$ cat src/rtl/multi_queue_output_arbiter.sv
// rtl/multi_queue_output_arbiter.sv - round-robin packet-locking arbiter merging queue streams onto one link
// Grants one queue per packet, holds it to the last flit, and drives a registered output stage.
module multi_queue_output_arbiter #(
    parameter int QUEUE_COUNT = 4,
    parameter int DATA_WIDTH  = 32,
    localparam int QID_WIDTH  = (QUEUE_COUNT > 1) ? $clog2(QUEUE_COUNT) : 1
) (
    input  logic                                  clk,
    input  logic                                  rst,
    input  logic [QUEUE_COUNT-1:0]                queue_enable,
    input  logic [QUEUE_COUNT-1:0]                in_valid,
    output logic [QUEUE_COUNT-1:0]                in_ready,
    input  logic [QUEUE_COUNT-1:0][DATA_WIDTH-1:0] in_data,
    input  logic [QUEUE_COUNT-1:0]                in_last,
    output logic                                  out_valid,
    input  logic                                  out_ready,
    output logic [DATA_WIDTH-1:0]                 out_data,
    output logic                                  out_last,
    output logic [QID_WIDTH-1:0]                  out_queue,
    output logic                                  busy
);

    typedef enum logic {IDLE, LOCKED} state_t;

    state_t                 state, state_next;
    logic [QID_WIDTH-1:0]   cur, cur_next;
    logic [QID_WIDTH-1:0]   last_grant, last_grant_next;
    logic [QID_WIDTH-1:0]   winner, sel;
    logic [QUEUE_COUNT-1:0] cand;
    logic                   found, load, xfer, busy_next;

    assign load = !out_valid || out_ready;
    assign cand = in_valid & queue_enable;

    // Circular search starting just after the previous grant.
    always_comb begin
        found  = 1'b0;
        winner = '0;
        for (int k = 1; k <= QUEUE_COUNT; k++) begin
            if (!found && cand[QID_WIDTH'((int'(last_grant) + k) % QUEUE_COUNT)]) begin
                found  = 1'b1;
                winner = QID_WIDTH'((int'(last_grant) + k) % QUEUE_COUNT);
            end
        end
    end

    always_comb begin
        state_next      = state;
        cur_next        = cur;
        last_grant_next = last_grant;
        busy_next       = busy;
        in_ready        = '0;
        sel             = (state == IDLE) ? winner : cur;
        // A locked queue keeps its ready even while its valid is low, so the lock is never lost.
        if (load && (state == LOCKED || found)) begin
            in_ready[sel] = 1'b1;
        end
        xfer = in_valid[sel] && in_ready[sel];
        if (xfer) begin
            if (state == IDLE) begin
                last_grant_next = winner;
            end
            cur_next   = sel;
            state_next = in_last[sel] ? IDLE : LOCKED;
            busy_next  = !in_last[sel];
        end
    end

    always_ff @(posedge clk or posedge rst) begin
        if (rst) begin
            state      <= IDLE;
            cur        <= '0;
            last_grant <= QID_WIDTH'(QUEUE_COUNT - 1);
            busy       <= 1'b0;
        end else begin
            state      <= state_next;
            cur        <= cur_next;
            last_grant <= last_grant_next;
            busy       <= busy_next;
        end
    end

    always_ff @(posedge clk or posedge rst) begin
        if (rst) begin
            out_valid <= 1'b0;
            out_data  <= '0;
            out_last  <= 1'b0;
            out_queue <= '0;
        end else if (xfer) begin
            out_valid <= 1'b1;
            out_data  <= in_data[sel];
            out_last  <= in_last[sel];
            out_queue <= sel;
        end else if (out_ready) begin
            out_valid <= 1'b0;
        end
    end

endmodule

$ cat config.mk
export PLATFORM = sky130hd
export DESIGN_NAME = multi_queue_output_arbiter
export DESIGN_NICKNAME = d
export VERILOG_FILES = /design/src/rtl/multi_queue_output_arbiter.sv
export SDC_FILE = /design/constraint.sdc
export NUM_CORES = 1
export LEC_CHECK = 0
export ABC_AREA = 0
export ABC_CLOCK_PERIOD_IN_PS = 2700
export BUFFER_PORTS_ARGS = -buffer_cell sky130_fd_sc_hd__buf_2
export CAP_MARGIN = 20
export CORE_MARGIN = 2
export CORE_UTILIZATION = 43
export DETAILED_ROUTE_END_ITERATION = 10
export PLACE_DENSITY_LB_ADDON = 0.08
export SYNTH_ARGS = -nofsm -noshare
export SYNTH_HDL_FRONTEND = slang
export SYNTH_SLANG_ARGS = --single-unit
$ cat constraint.sdc
create_clock -name clk -period 2.7 [get_ports clk]
set_clock_uncertainty 0.05 [all_clocks]
set_input_delay 0.405 -clock clk [delete_from_list [all_inputs] [get_ports clk]]
set_output_delay 0.405 -clock clk [all_outputs]
set_load 0.005 [all_outputs]
# ---- Word level (Yosys, flattened, before mapping)
# Cells that the tools add are included.
dict set report totals {
  word_cells 69
  in_bits 143
  register_bits 40
  out_inout_bits 41
}
dict set report classes {
  n_reduce_logical 15
  add_sub_neg 4
  bitwise_logic 2
  n_lt_le_gt_ge 6
  n_mux 35
}
# op n
set op_table {}
lappend op_table {{32-bit binary-select mux with 2-bit select} 1}
lappend op_table {{32-bit two-way mux} 1}
lappend op_table {{1-bit two-way mux} 19}
lappend op_table {{2-bit by 4-bit less-than comparator with 1-bit output (second input constant)} 4}
lappend op_table {{1-bit binary-select mux with 2-bit select} 7}
lappend op_table {{2-bit two-way mux} 5}
lappend op_table {{1-bit logical AND} 6}
lappend op_table {{1-bit zero test} 5}
lappend op_table {{2-bit by 1-bit adder with 2-bit output (second input constant)} 2}
lappend op_table {{2-bit adder (second input constant)} 2}
lappend op_table {{4-bit AND} 1}
lappend op_table {{4-bit two-way mux} 1}
lappend op_table {{2-bit by 3-bit less-than comparator with 1-bit output (second input constant)} 1}
lappend op_table {{1-bit demux with 2-bit select} 1}
lappend op_table {{2-bit by 1-bit >= comparator with 1-bit output (second input constant)} 1}
lappend op_table {{1-bit logical OR} 2}
lappend op_table {{2-bit AND reduction} 1}
lappend op_table {{2-bit nonzero test} 1}
lappend op_table {{1-bit NOT} 1}

# ---- Longest topological paths before layout
# Gate-level depths: netlist of the first run.
dict set report logic_depth {
  depth_word 24
  mapped_depth 8
  depth_no_buf 6
}

# ---- Least setup slack after synthesis of the first run
# OpenSTA, ideal clock, no wires.
dict set report synth_path {
  path_kind {in2reg}
  startpoint {input in_valid[0]}
  endpoint {register out_data[0]}
  path_buffers 2
  arrival_ps 2102
  path_stages 8
  setup_slack_ps 423
  required_ps 2525
  path_cell_list {and2_1 o311ai_1 o31ai_1 buf_2 mux2i_1 o22ai_4 buf_6 mux2_4}
}
dict set report synth_between {
  elab_chain_cells 23
  elab_cells_between_ends 43
  classes_between {2 x order compare; 30 x mux; 1 x bitwise; 10 x reduce/logical}
}
# element line
set synth_lines {}
lappend synth_lines {{from (decl)} 11} ;# input logic [QUEUE_COUNT-1:0] in_valid,
lappend synth_lines {{4-bit AND} 33} ;# assign cand = in_valid & queue_enable;
lappend synth_lines {{1-bit binary-select mux with 2-bit select} 40} ;# if (!found && cand[QID_WIDTH'((int'(last_grant) + k) % QUEUE_COUNT)]) begin
lappend synth_lines {{1-bit two-way mux (not written as such) (2 in a row)} 40}
lappend synth_lines {{1-bit two-way mux} 40}
lappend synth_lines {{1-bit zero test} 40}
lappend synth_lines {{1-bit logical AND} 40}
lappend synth_lines {{1-bit two-way mux} 40}
lappend synth_lines {{1-bit zero test} 40}
lappend synth_lines {{[6 not listed]} -}
lappend synth_lines {{2-bit by 3-bit less-than comparator with 1-bit output (not written as such) / 2-bit by 1-bit >= comparator with 1-bit output (equally long branches)} 56} ;# in_ready[sel] = 1'b1;
lappend synth_lines {{1-bit logical AND (not written as such)} 56}
lappend synth_lines {{1-bit two-way mux (not written as such)} 56}
lappend synth_lines {{1-bit demux with 2-bit select} 56}
lappend synth_lines {{4-bit two-way mux} 55} ;# if (load && (state == LOCKED || found)) begin
lappend synth_lines {{1-bit binary-select mux with 2-bit select} 58} ;# xfer = in_valid[sel] && in_ready[sel];
lappend synth_lines {{1-bit two-way mux (not written as such)} 58}
lappend synth_lines {{1-bit logical AND} 58}
lappend synth_lines {{to (signal assigned)} 91} ;# out_data <= in_data[sel];
lappend synth_lines {{to (decl)} 17} ;# output logic [DATA_WIDTH-1:0] out_data,
# Parallel ways exist; a longest one is shown, timed or not. The select of a mux whose other input is x is not followed.
# A chain may end at the register's enable or synchronous reset.

# ---- Worst setup path in the final report of the first run
dict set report layout_path {
  startpoint {register last_grant[1]}
  endpoint {output in_ready[0]}
}
dict set report layout_between {
  elab_chain_cells 20
  elab_cells_between_ends 39
  classes_between {4 x add/sub; 2 x order compare; 24 x mux; 9 x reduce/logical}
}
# element line
set layout_lines {}
lappend layout_lines {{from (decl)} 27} ;# logic [QID_WIDTH-1:0] last_grant, last_grant_next;
lappend layout_lines {{from (signal assigned)} 73} ;# last_grant <= QID_WIDTH'(QUEUE_COUNT - 1);
lappend layout_lines {{from (signal assigned)} 78} ;# last_grant <= last_grant_next;
lappend layout_lines {{2-bit by 1-bit adder with 2-bit output} {40, 42}}
lappend layout_lines {{1-bit binary-select mux with 2-bit select} 40}
lappend layout_lines {{1-bit two-way mux (not written as such) (2 in a row)} 40}
lappend layout_lines {{1-bit two-way mux} 40}
lappend layout_lines {{1-bit zero test} 40}
lappend layout_lines {{1-bit logical AND} 40}
lappend layout_lines {{1-bit two-way mux} 40}
lappend layout_lines {{1-bit zero test} 40}
lappend layout_lines {{[3 not listed]} -}
lappend layout_lines {{1-bit logical AND} 40}
lappend layout_lines {{2-bit two-way mux} 40}
lappend layout_lines {{2-bit two-way mux} 53} ;# sel = (state == IDLE) ? winner : cur;
lappend layout_lines {{2-bit by 3-bit less-than comparator with 1-bit output (not written as such) / 2-bit by 1-bit >= comparator with 1-bit output (equally long branches)} 56}
lappend layout_lines {{1-bit logical AND (not written as such)} 56}
lappend layout_lines {{1-bit two-way mux (not written as such)} 56}
lappend layout_lines {{1-bit demux with 2-bit select} 56}
lappend layout_lines {{4-bit two-way mux (*)} 55}
lappend layout_lines {{to (decl)} 12} ;# output logic [QUEUE_COUNT-1:0] in_ready,
# Every way passes the cells marked *; elsewhere a longest branch is shown, timed or not. The select of a mux whose other input is x is not followed.

==> results by group, run 1 <==
Run status
  – Status: finished, final reports clean

Detailed routing
  – WL final: 7.207 mm
  – Vias per cell: 4.996
  – # DRC: 0
  – Routed WL per cell: 14.56 µm
  – Vias: 2473
  – DRC violation total after the first TritonRoute iteration: 38
  – Drt first pass iters: 4
  – ANT nets after route: 0

Finish
  – Storage cell area: 978.4 µm²
  – Filler Cell Count: 538
  – Synth-to-layout area growth: 41.88%
  – Total Nets Final: 560
  – Ratio of cells with drive above 1 in the final layout: 56.70%
  – Antenna fix cells: 0
  – Footprint of the multi-input gates: 0.001764 mm²

Clock network
  – Clk sink count: 39
  – CTS buffer count: 5
  – CTS clk-pin slew, worst paths: 80 ps
  – Clk root buf: clkbuf_8
  – Max Buffers Root-to-Sink: 2
  – H-tree levels: 2
  – Post-CTS sizing: 0
  – Hold buffers post-CTS: 0
  – Clk_lat worst skew: 290 ps
  – CTS tree: done

Placed design
  – Dpl ws: 60.23 ps
  – # port buffers: 183
  – Hpwl dp: 5.675 mm
  – Routability Congestion: 0.8957

Synthesis
  – Post-synthesis sequential area ratio: 34.33%
  – Mapped Avg Cell Area: 12.34 µm²
  – Yosys cell types: 30
  – Synth async-reset ratio: 100.0%
  – Syn_nets: 374
  – Post-synthesis register bit count: 39
  – Syn Inst Count: 231
  – Mapped Area: 0.002850 mm²
  – Primary FF master, synth: dfrtp_1
  – Post-synth EDFFs: 0
  – Yosys warning count: 0

Pwr
  – Leak Pwr: 2.274 nW
  – Worst vdd ir: 0.5509 mV
  – Pwr Density: 1181 mW/mm²

Timing
  – Final slew viol count: 0
  – RSZ-0062 raised after global routing: no
  – Final Hold Fails: 0
  – Total Neg Setup Slack: 0 ps
  – Final WS setup: 160.4 ps
  – Relative slew slack: 44.58%
  – Period utilisation layout: 94.06%
  – Slew @ Worst Pin: 826.2 ps
  – Min Tclk post-route: 2540 ps
  – Setup-failing EPs final: 0
  – Fmax: 393.8 MHz

Setup path
  – CP delay by family, top: flip-flops
  – Setup crit end kind: output pin
  – Setup CP Type: reg2out
  – Crit-path cells: nand4bb_1, o311ai_1, o31ai_4, buf_4, buf_12, nor2b_1, buf_2
  – Critical path startpoint: last_grant[1]
  – Critical path peak fanout: 18
  – CP max-delay cell: dfstp_2
  – Crit path buf inv count: 3
  – Req. time, crit path: 2250 ps
  – Crit start category: flop
  – WP data arrival: 2080 ps
  – Setup slack, reg-to-reg: 220 ps
  – Worst r2r src: last_grant[1]
  – Max incr delay on CP: 580 ps

Global routing
  – Gr usage total: 19.41%
  – First-pass GRT wire length: 11.49 mm
  – Number of global-route vias before repair: 2487
  – Initial antenna violation count: 0
  – Grt ovf: 0
  – Largest net degree at the start of global routing: 37

Floorplan
  – Standard-cell row count: 29
  – Die X: 85.42 µm
  – Core area: 0.006386 mm²
  – Effective utilization at floorplan: 44.63%
  – Ports: 184
  – Die height: 85.42 µm
  – Full die area: 0.007296 mm²

Worst hold path
  – Worst Hold Class: in2async

Run
  – Max cap viols: 0
worst paths after layout:
path                                 to  cells after the start
min in group clk              out_valid                      2
min reg2reg                out_data[13]                      1
max                         in_ready[0]                      7
max in group asynchronous   out_data[0]                      3
min                        out_data[27]                      2
max reg2reg                out_data[31]                      8
cells by family (layout without fill, tap and decap cells):
logic type	Yosys count	in the layout	share of synthesized area (%)
DFF	39	39	34.33
muxes	135	135	52.59
AOI/OAI and AO/OA	17	17	5.180
and+or+nand+nor	18	18	3.599
buffers and inverters	22	209	4.302
state kept, by name, summed over array words and instances, names as in the netlist:
| signal | count |
|---|---|
| busy | 1 |
| cur | 2 |
| out_data | 32 |
| out_valid | 1 |
| out_last | 1 |
| last_grant | 2 |
worst reg2reg max path: cells and delay by family, from the launching register on:
family                 cells  cell delay [ps]
DFF                        1              580
AOI/OAI and AO/OA          3              590
and+or+nand+nor            1              140
buffers and inverters      2              390
muxes                      2              620
placed cells by master, fill, tap and decap left out, types with 3 or more instances in the layout:
cell type,instances
buf_2,183
mux2i_1,101
dfrtp_1,37
mux2_4,28
inv_1,6
buf_4,6
mux2_1,5
clkbuf_8,5
buf_12,4
and2_1,3
nand2_1,3
o2111ai_1,3
nor2_1,3
final cells by class:
class                   instances  area share, %
multi-input cells             170          43.63
repair buffers                194          26.36
flip-flops and latches         39          24.20
well taps                      77          2.382
clock buffers                   5          1.702
clock inverters                 3          1.083
inverters                       7         0.6498
cells in the mapped netlist (all sizes together) (2+ instances only):
master	n	share of area, %
o2111ai	3	0.92
nor2b	2	0.44
dfrtp	37	32
dfstp	2	1.8
mux2	34	17
nor2	3	0.40
buf	15	3.4
nand3	2	0.35
nand2	3	0.40
nand2b	2	0.44
o21a	2	0.53
mux2i	101	35
inv	7	0.92
a22oi	2	0.53
o21ai	2	0.35
and2	4	0.88
per-stage QoR:
step	area [µm²]	hold slack, ps	power, mW	util [%]	cells
6_report	4044	117.5	4.775	63.32	495
4_1_cts	3996	142.1	4.735	62.58	491
3_5_place_dp	3884	422.9	4.240	60.82	483
5_1_grt	4044	168.1	5.123	63.32	495
3_3_place_gp	3884	414.5	4.168	60.82	483
2_1_floorplan	2850	432.8	3.389	-	231
report_power, final:
part / internal, mW / switching [mW] / total [mW]
sequential: 0.914 / 0.187 / 1.10
clock: 0.275 / 0.208 / 0.483
combinational: 1.85 / 1.34 / 3.19
total: 3.04 / 1.74 / 4.78
repair_timing:
item | in CTS | in global routing
setup buffers | 0 | 3
endpoints found under the setup margin | 0 | 2
hold endpoints to repair | 0 | 0
routing by layer:
metal	global-route usage (%)	vias to the layer above	wire length, µm
met5	0	-	0
met4	5.051	0	106
met3	4.669	10	597
met2	34.52	105	3678
met1	23.45	1130	2825
li1	-	1228	-
No activity file was read; power rests on OpenSTA's default activity.
==> run 2: changes to the inputs <==
--- a/config.mk
+++ b/config.mk
@@ -6,11 +6,11 @@
 export NUM_CORES = 1
 export LEC_CHECK = 0
 export ABC_AREA = 0
-export ABC_CLOCK_PERIOD_IN_PS = 2700
+export ABC_CLOCK_PERIOD_IN_PS = 3000
 export BUFFER_PORTS_ARGS = -buffer_cell sky130_fd_sc_hd__buf_2
 export CAP_MARGIN = 20
 export CORE_MARGIN = 2
-export CORE_UTILIZATION = 43
+export CORE_UTILIZATION = 46
 export DETAILED_ROUTE_END_ITERATION = 10
 export PLACE_DENSITY_LB_ADDON = 0.08
 export SYNTH_ARGS = -nofsm -noshare
==> constraint.sdc (replaced) <==
create_clock -name clk -period 3 [get_ports clk]
set_clock_uncertainty 0.05 [all_clocks]
set_input_delay 0.45 -clock clk [delete_from_list [all_inputs] [get_ports clk]]
set_output_delay 0.45 -clock clk [all_outputs]
set_load 0.005 [all_outputs]
==> run 2 against run 1 <==
Against the previous run: routed wire length down 4.1%; combinational power fell by 14%; worst setup slack gained 44 ps; total power down 13%; non-clock buffer count shrank 5; first-iteration DRC count grew 97%; critical path depth fell by 1; register-to-register slack better by 270 ps; utilization rose by 3.4 points; design area decreased by 1.7%; sequential share of layout area grew 0.43 points; critical endpoint is now in_ready[2]; highest routed layer unchanged.
==> results by group, run 2 (synthesized netlist as in run 1, its figures left out) <==
Floorplan
  – Core area: 0.005956 mm² (-6.7%)
  – Effective utilization at floorplan: 47.86% (+3.2 points)
  – Full die area: 0.006842 mm² (-6.2%)
  – Die X: 82.72 µm (-3.2%)
  – Die height: 82.72 µm (-3.2%)
  – Ports: 184 (unchanged)
  – Standard-cell row count: 28 (-3.4%)

Timing
  – Min Tclk post-route: 2796 ps
  – Slew @ Worst Pin: 720.9 ps (-105.3 ps)
  – Final WS setup: 204.2 ps (+43.71 ps)
  – WHS: 132.9 ps (+15.38 ps)
  – RSZ-0062 raised after global routing: no
  – Setup-failing EPs final: 0 (unchanged)
  – Final Hold Fails: 0 (unchanged)
  – Total Neg Setup Slack: 0 ps (unchanged)
  – Period utilisation layout: 93.19%
  – Relative slew slack: 51.64% (+7.1 points)
  – Final slew viol count: 0 (unchanged)
  – Fmax: 357.7 MHz

Setup path
  – CP max-delay cell: dfstp_2
  – Critical path peak fanout: 32 (+14)
  – Req. time, crit path: 2500 ps (+250 ps)
  – Max incr delay on CP: 570 ps (about the same)
  – Setup CP Type: reg2out
  – Crit-path cells: nand4bb_1, o311ai_1, o31ai_4, buf_4, nor2b_1, buf_2
  – WP data arrival: 2300 ps (+220 ps)
  – Crit start category: flop
  – Setup crit end kind: output pin

Finish
  – Core Util, Final: 66.72% (+3.4 points)
  – Antenna fix cells: 0 (unchanged)
  – Total Nets Final: 555 (-0.89%)
  – Footprint of the multi-input gates: 0.001764 mm² (unchanged)
  – Max reg flops: 32 (unchanged)
  – Biggest register: out_data
  – Storage cell area: 978.4 µm² (unchanged)
  – Commonest non-fill, non-tap cell in the layout: buf_2
  – Post-Layout Inst Area: 0.003974 mm² (-1.7%)
  – Most frequent cells in the layout: buf_2 (183), mux2i_1 (101), dfrtp_1 (37), mux2_4 (28), inv_1 (6)
  – Synth-to-layout area growth: 39.42%
  – Final Non-Filler Cells: 488 (-1.4%)
  – Top Registers: out_data (32), cur (2), last_grant (2)
  – Ratio of cells with drive above 1 in the final layout: 56.17% (-0.52 points)
  – Filler Cell Count: 506 (-5.9%)

Placed design
  – Placed instance count: 480 (-0.62%)
  – # port buffers: 183 (unchanged)
  – Hpwl dp: 5.571 mm (-1.8%)
  – Routability Congestion: 0.8251 (-7.9%)
  – Dpl ws: 373.3 ps (+313.1 ps)
  – Post-DP Area: 0.003861 mm² (-0.58%)

Run
  – Max cap viols: 0 (unchanged)

Clock network
  – Clk root buf: clkbuf_8
  – Setup bufs post-CTS: 0 (unchanged)
  – Hold buffers post-CTS: 0 (unchanged)
  – Clk sink count: 39 (unchanged)
  – CTS buffer count: 5 (unchanged)
  – CTS clk-pin slew, worst paths: 80 ps (about the same)
  – Max Buffers Root-to-Sink: 2 (unchanged)
  – Post-CTS sizing: 0 (unchanged)
  – Clk_lat worst skew: 280 ps (about the same)
  – CTS tree: done
  – H-tree levels: 2 (unchanged)

Pwr
  – Worst vdd ir: 0.6230 mV (+13%)
  – Switch share: 36.57% (+0.22 points)
  – Total Power: 4.151 mW (-13%)
  – Switching pwr: 1.518 mW (-13%)
  – Logic pwr share: 65.9% (-0.9 points)
  – Leak Pwr: 2.238 nW (-1.6%)
  – Pwr Density: 1045 mW/mm² (-12%)
  – Seq pwr share: 23.8% (+0.8 points)
  – Clock share of power: 10.4% (+0.3 points)
  – Internal power: 2.633 mW (-13%)

Detailed routing
  – Routed WL per cell: 14.16 µm (-2.8%)
  – ANT nets after route: 0 (unchanged)
  – WL final: 6.909 mm (-4.1%)
  – DRC violation total after the first TritonRoute iteration: 75 (+97%)
  – Drt first pass iters: 4 (unchanged)
  – # DRC: 0 (unchanged)
  – Vias per cell: 5.057 (+1.2%)
  – Vias: 2468 (-0.20%)

Global routing
  – Grt ovf: 0 (unchanged)
  – Gr usage total: 19.78% (+0.37 points)
  – Initial antenna violation count: 0 (unchanged)
  – Number of global-route vias before repair: 2381 (-4.3%)
  – Largest net degree at the start of global routing: 39 (+5.4%)
  – First-pass GRT wire length: 10.49 mm (-8.7%)

Run status
  – Status: finished, final reports clean

Worst hold path
  – Worst Hold Class: in2async
-- run 2: area by class of cell --
cell class / count / share of cell area, %
clock inverter: 3 / 1.102
clock buffer: 5 / 1.732
sequential: 39 / 24.62
timing repair buffer: 189 / 25.13
multi-input combinational: 170 / 44.40
inverter: 7 / 0.6612
tap: 75 / 2.361
-- run 2: worst paths after layout --
kind / slack, ps / to / from / cells after the start
hold reg to reg: 440 / out_data[14] / out_data[14] / 1
setup / recovery: 200 / in_ready[2] / last_grant[1] / 6
hold / removal: 130 / out_data[23] / rst / 2
min in group clk: 300 / out_valid / out_ready / 2
setup reg to reg: 490 / out_data[27] / last_grant[1] / 7
max in group asynchronous: 2110 / out_data[8] / rst / 3
-- run 2: worst max-delay path, delay by kind of cell (launching register included) --
kind                   cells  cell delay (ps)
AOI/OAI and AO/OA          2              500
and+or+nand+nor            2              330
DFF                        1              570
buffers and inverters      2              600
-- run 2: power by group through the flow --
stage | combinational (mW) | sequential [mW] | clock, mW
2_1_floorplan | 2.05 | 0.999 | 0
3_5_place_dp | 2.78 | 0.990 | 0
6_report | 2.74 | 0.986 | 0.430
4_1_cts | 2.79 | 0.988 | 0.446
3_3_place_gp | 2.73 | 0.987 | 0
5_1_grt | 2.97 | 1.02 | 0.469
-- run 2: layer usage --
metal  wire length (µm)  vias up  share of wire [%]  GRT usage (%)
met5                  0        -                  0              0
met4                 40        0               0.58          3.279
met1               2714     1142                 39          23.61
met2               3632      105                 53          37.50
li1                   -     1217                  -              -
met3                522        4                7.6          3.370
==> run 3: changes to the inputs <==
--- a/config.mk
+++ b/config.mk
@@ -9,8 +9,10 @@
 export ABC_CLOCK_PERIOD_IN_PS = 3000
 export BUFFER_PORTS_ARGS = -buffer_cell sky130_fd_sc_hd__buf_2
 export CAP_MARGIN = 20
+export CORE_ASPECT_RATIO = 0.75
 export CORE_MARGIN = 2
-export CORE_UTILIZATION = 46
+export CORE_UTILIZATION = 48
+export CTS_BUF_LIST = sky130_fd_sc_hd__clkbuf_8
 export DETAILED_ROUTE_END_ITERATION = 10
 export PLACE_DENSITY_LB_ADDON = 0.08
 export SYNTH_ARGS = -nofsm -noshare
==> run 3 against run 2 <==
Against the previous run: clock-buffer cell count is the same; non-clock buffer count is the same; via count grew 0.53%; clock power shrank 22%; combinational power is essentially flat; die area shrank 3.9%; sequential cell count is the same; routed wire length grew 2.4%; first-iteration DRC count shrank 24%; maximum frequency grew 5.3%; highest routed layer unchanged.
==> results by group, run 3 (synthesized netlist as in run 1, its figures left out) <==
Run status
  – Status: finished, final reports clean

Setup path
  – WP data arrival: 2150 ps (-150 ps)
  – Setup CP Type: reg2out
  – Critical path peak fanout: 48 (+50%)
  – Worst r2r src: last_grant[1]
  – Crit start category: flop
  – Req. time, crit path: 2500 ps (about the same)
  – Critical path startpoint: last_grant[1]
  – Setup crit end kind: output pin

Clock network
  – Clk_lat worst skew: 290 ps (about the same)
  – H-tree levels: 2 (unchanged)
  – Clk root buf: clkbuf_8
  – Clk sink count: 39 (unchanged)
  – CTS buffer count: 5 (unchanged)
  – Max Buffers Root-to-Sink: 2 (unchanged)
  – Setup bufs post-CTS: 0 (unchanged)
  – CTS clk-pin slew, worst paths: 80 ps (about the same)
  – Post-CTS sizing: 0 (unchanged)
  – CTS tree: done
  – Hold buffers post-CTS: 0 (unchanged)

Detailed routing
  – WL final: 7.077 mm (+2.4%)
  – ANT nets after route: 0 (unchanged)
  – Vias per cell: 5.053 (about the same)
  – Routed WL per cell: 14.41 µm (+1.8%)
  – Drt first pass iters: 4 (unchanged)
  – DRC violation total after the first TritonRoute iteration: 57 (-24%)
  – Vias: 2481 (+0.53%)
  – # DRC: 0 (unchanged)

Floorplan
  – Ports: 184 (unchanged)
  – Standard-cell row count: 24 (-14%)
  – Effective utilization at floorplan: 49.44% (+1.6 points)
  – Core area: 0.005766 mm² (-3.2%)
  – Die X: 92.98 µm (+12%)
  – Die height: 70.74 µm (-14%)
  – Full die area: 0.006577 mm² (-3.9%)

Pwr
  – Internal power: 2.526 mW (-4.1%)
  – Logic pwr share: 67.0% (+1.1 points)
  – Worst vdd ir: 0.6267 mV (+0.60%)
  – Pwr Density: 1029 mW/mm² (-1.5%)
  – Total Power: 4.052 mW (-2.4%)
  – Clock share of power: 8.3% (-2.1 points)
  – Switching pwr: 1.526 mW (+0.51%)
  – Leak Pwr: 2.223 nW (-0.67%)
  – Switch share: 37.66% (+1.1 points)
  – Seq pwr share: 24.7% (+0.9 points)

Global routing
  – Largest net degree at the start of global routing: 49 (+26%)
  – Number of global-route vias before repair: 2424 (+1.8%)
  – Grt ovf: 0 (unchanged)
  – First-pass GRT wire length: 11.05 mm (+5.3%)
  – Initial antenna violation count: 0 (unchanged)
  – Gr usage total: 21.20% (+1.4 points)

Placed design
  – Post-DP Area: 0.003852 mm² (-0.23%)
  – Dpl ws: 380.5 ps (+7.177 ps)
  – Routability Congestion: 0.7370 (-11%)
  – # port buffers: 183 (unchanged)
  – Hpwl dp: 5.616 mm (+0.81%)
  – Placed instance count: 483 (+0.63%)

Finish
  – Ratio of cells with drive above 1 in the final layout: 55.93% (-0.24 points)
  – Synth-to-layout area growth: 38.15%
  – Top Registers: out_data (32), cur (2), last_grant (2)
  – Filler Cell Count: 471 (-6.9%)
  – Total Nets Final: 555 (unchanged)
  – Max reg flops: 32 (unchanged)
  – Most frequent cells in the layout: buf_2 (183), mux2i_1 (101), dfrtp_1 (37), mux2_4 (28), inv_1 (8)
  – Post-Layout Inst Area: 0.003938 mm² (-0.91%)
  – Antenna fix cells: 0 (unchanged)
  – Core Util, Final: 68.29% (+1.6 points)
  – Commonest non-fill, non-tap cell in the layout: buf_2
  – Final Non-Filler Cells: 491 (+0.61%)
  – Biggest register: out_data

Timing
  – Final slew viol count: 0 (unchanged)
  – RSZ-0062 raised after global routing: no
  – Slew @ Worst Pin: 504.2 ps (-216.7 ps)
  – Min Tclk post-route: 2654 ps (-141.9 ps)
  – Final WS setup: 346.0 ps (+141.9 ps)
  – Final Hold Fails: 0 (unchanged)
  – WHS: 217.5 ps (+84.64 ps)
  – Total Neg Setup Slack: 0 ps (unchanged)
  – Relative slew slack: 65.86% (+14 points)
  – Period utilisation layout: 88.47% (-4.7 points)
  – Fmax: 376.8 MHz (+5.3%)
  – Setup-failing EPs final: 0 (unchanged)

Worst hold path
  – Worst Hold Class: in2async

Run
  – Max cap viols: 0 (unchanged)
==> run 3: cell types whose count changed in the layout (fill, tap and decap cells not counted), sizes merged <==
cell      delta
clkinv       -2
clkinvlp     +1
inv          +2
bufinv       -1
==> run 3: power groups by stage <==
| stage | Sequential [mW] | Clock [mW] | Combinational, mW |
|---|---|---|---|
| after floorplan | 0.999 | 0 | 2.05 |
| after global placement | 1.01 | 0 | 2.68 |
| after detailed placement | 0.999 | 0 | 2.76 |
| after CTS | 1.00 | 0.344 | 2.75 |
| after global routing | 1.04 | 0.376 | 2.93 |
| final | 1.00 | 0.336 | 2.72 |
==> run 3: final cells by class <==
cell class,count,area [µm²],share of cell area [%]
clock inverter,3,16.27,0.4131
multi-input combinational,170,1764,44.80
timing repair buffer,189,985.9,25.04
inverter,7,26.28,0.6673
sequential,39,978.4,24.85
clock buffer,5,68.82,1.748
tap,78,97.59,2.479
==> run 3: worst max-delay path, stage by stage (launching register included) <==
cell and delay, ps:
dfstp_2 570, nand4bb_1 140, o311ai_1 160, o31ai_4 360
buf_12 320, nor2b_1 170, buf_2 130
==> run 3: final timing paths <==
kind	to	slack (ps)	depth (start not counted)
min in group clk	out_valid	300	2
min	out_data[30]	220	3
max reg2reg	out_data[14]	530	7
min reg2reg	out_data[12]	440	1
max	in_ready[0]	350	6
max in group asynchronous	last_grant[1]	2340	3
==> run 3: per-layer routing <==
metal  GRT usage (%)  vias up  wire length, µm  part of all wire, %
met5               0        -                0                    0
met4           7.026        0              132                  1.9
met3           6.390       11              643                  9.1
met2           36.31      125             3334                   47
met1           25.72     1121             2967                   42
li1                -     1224                -                    -
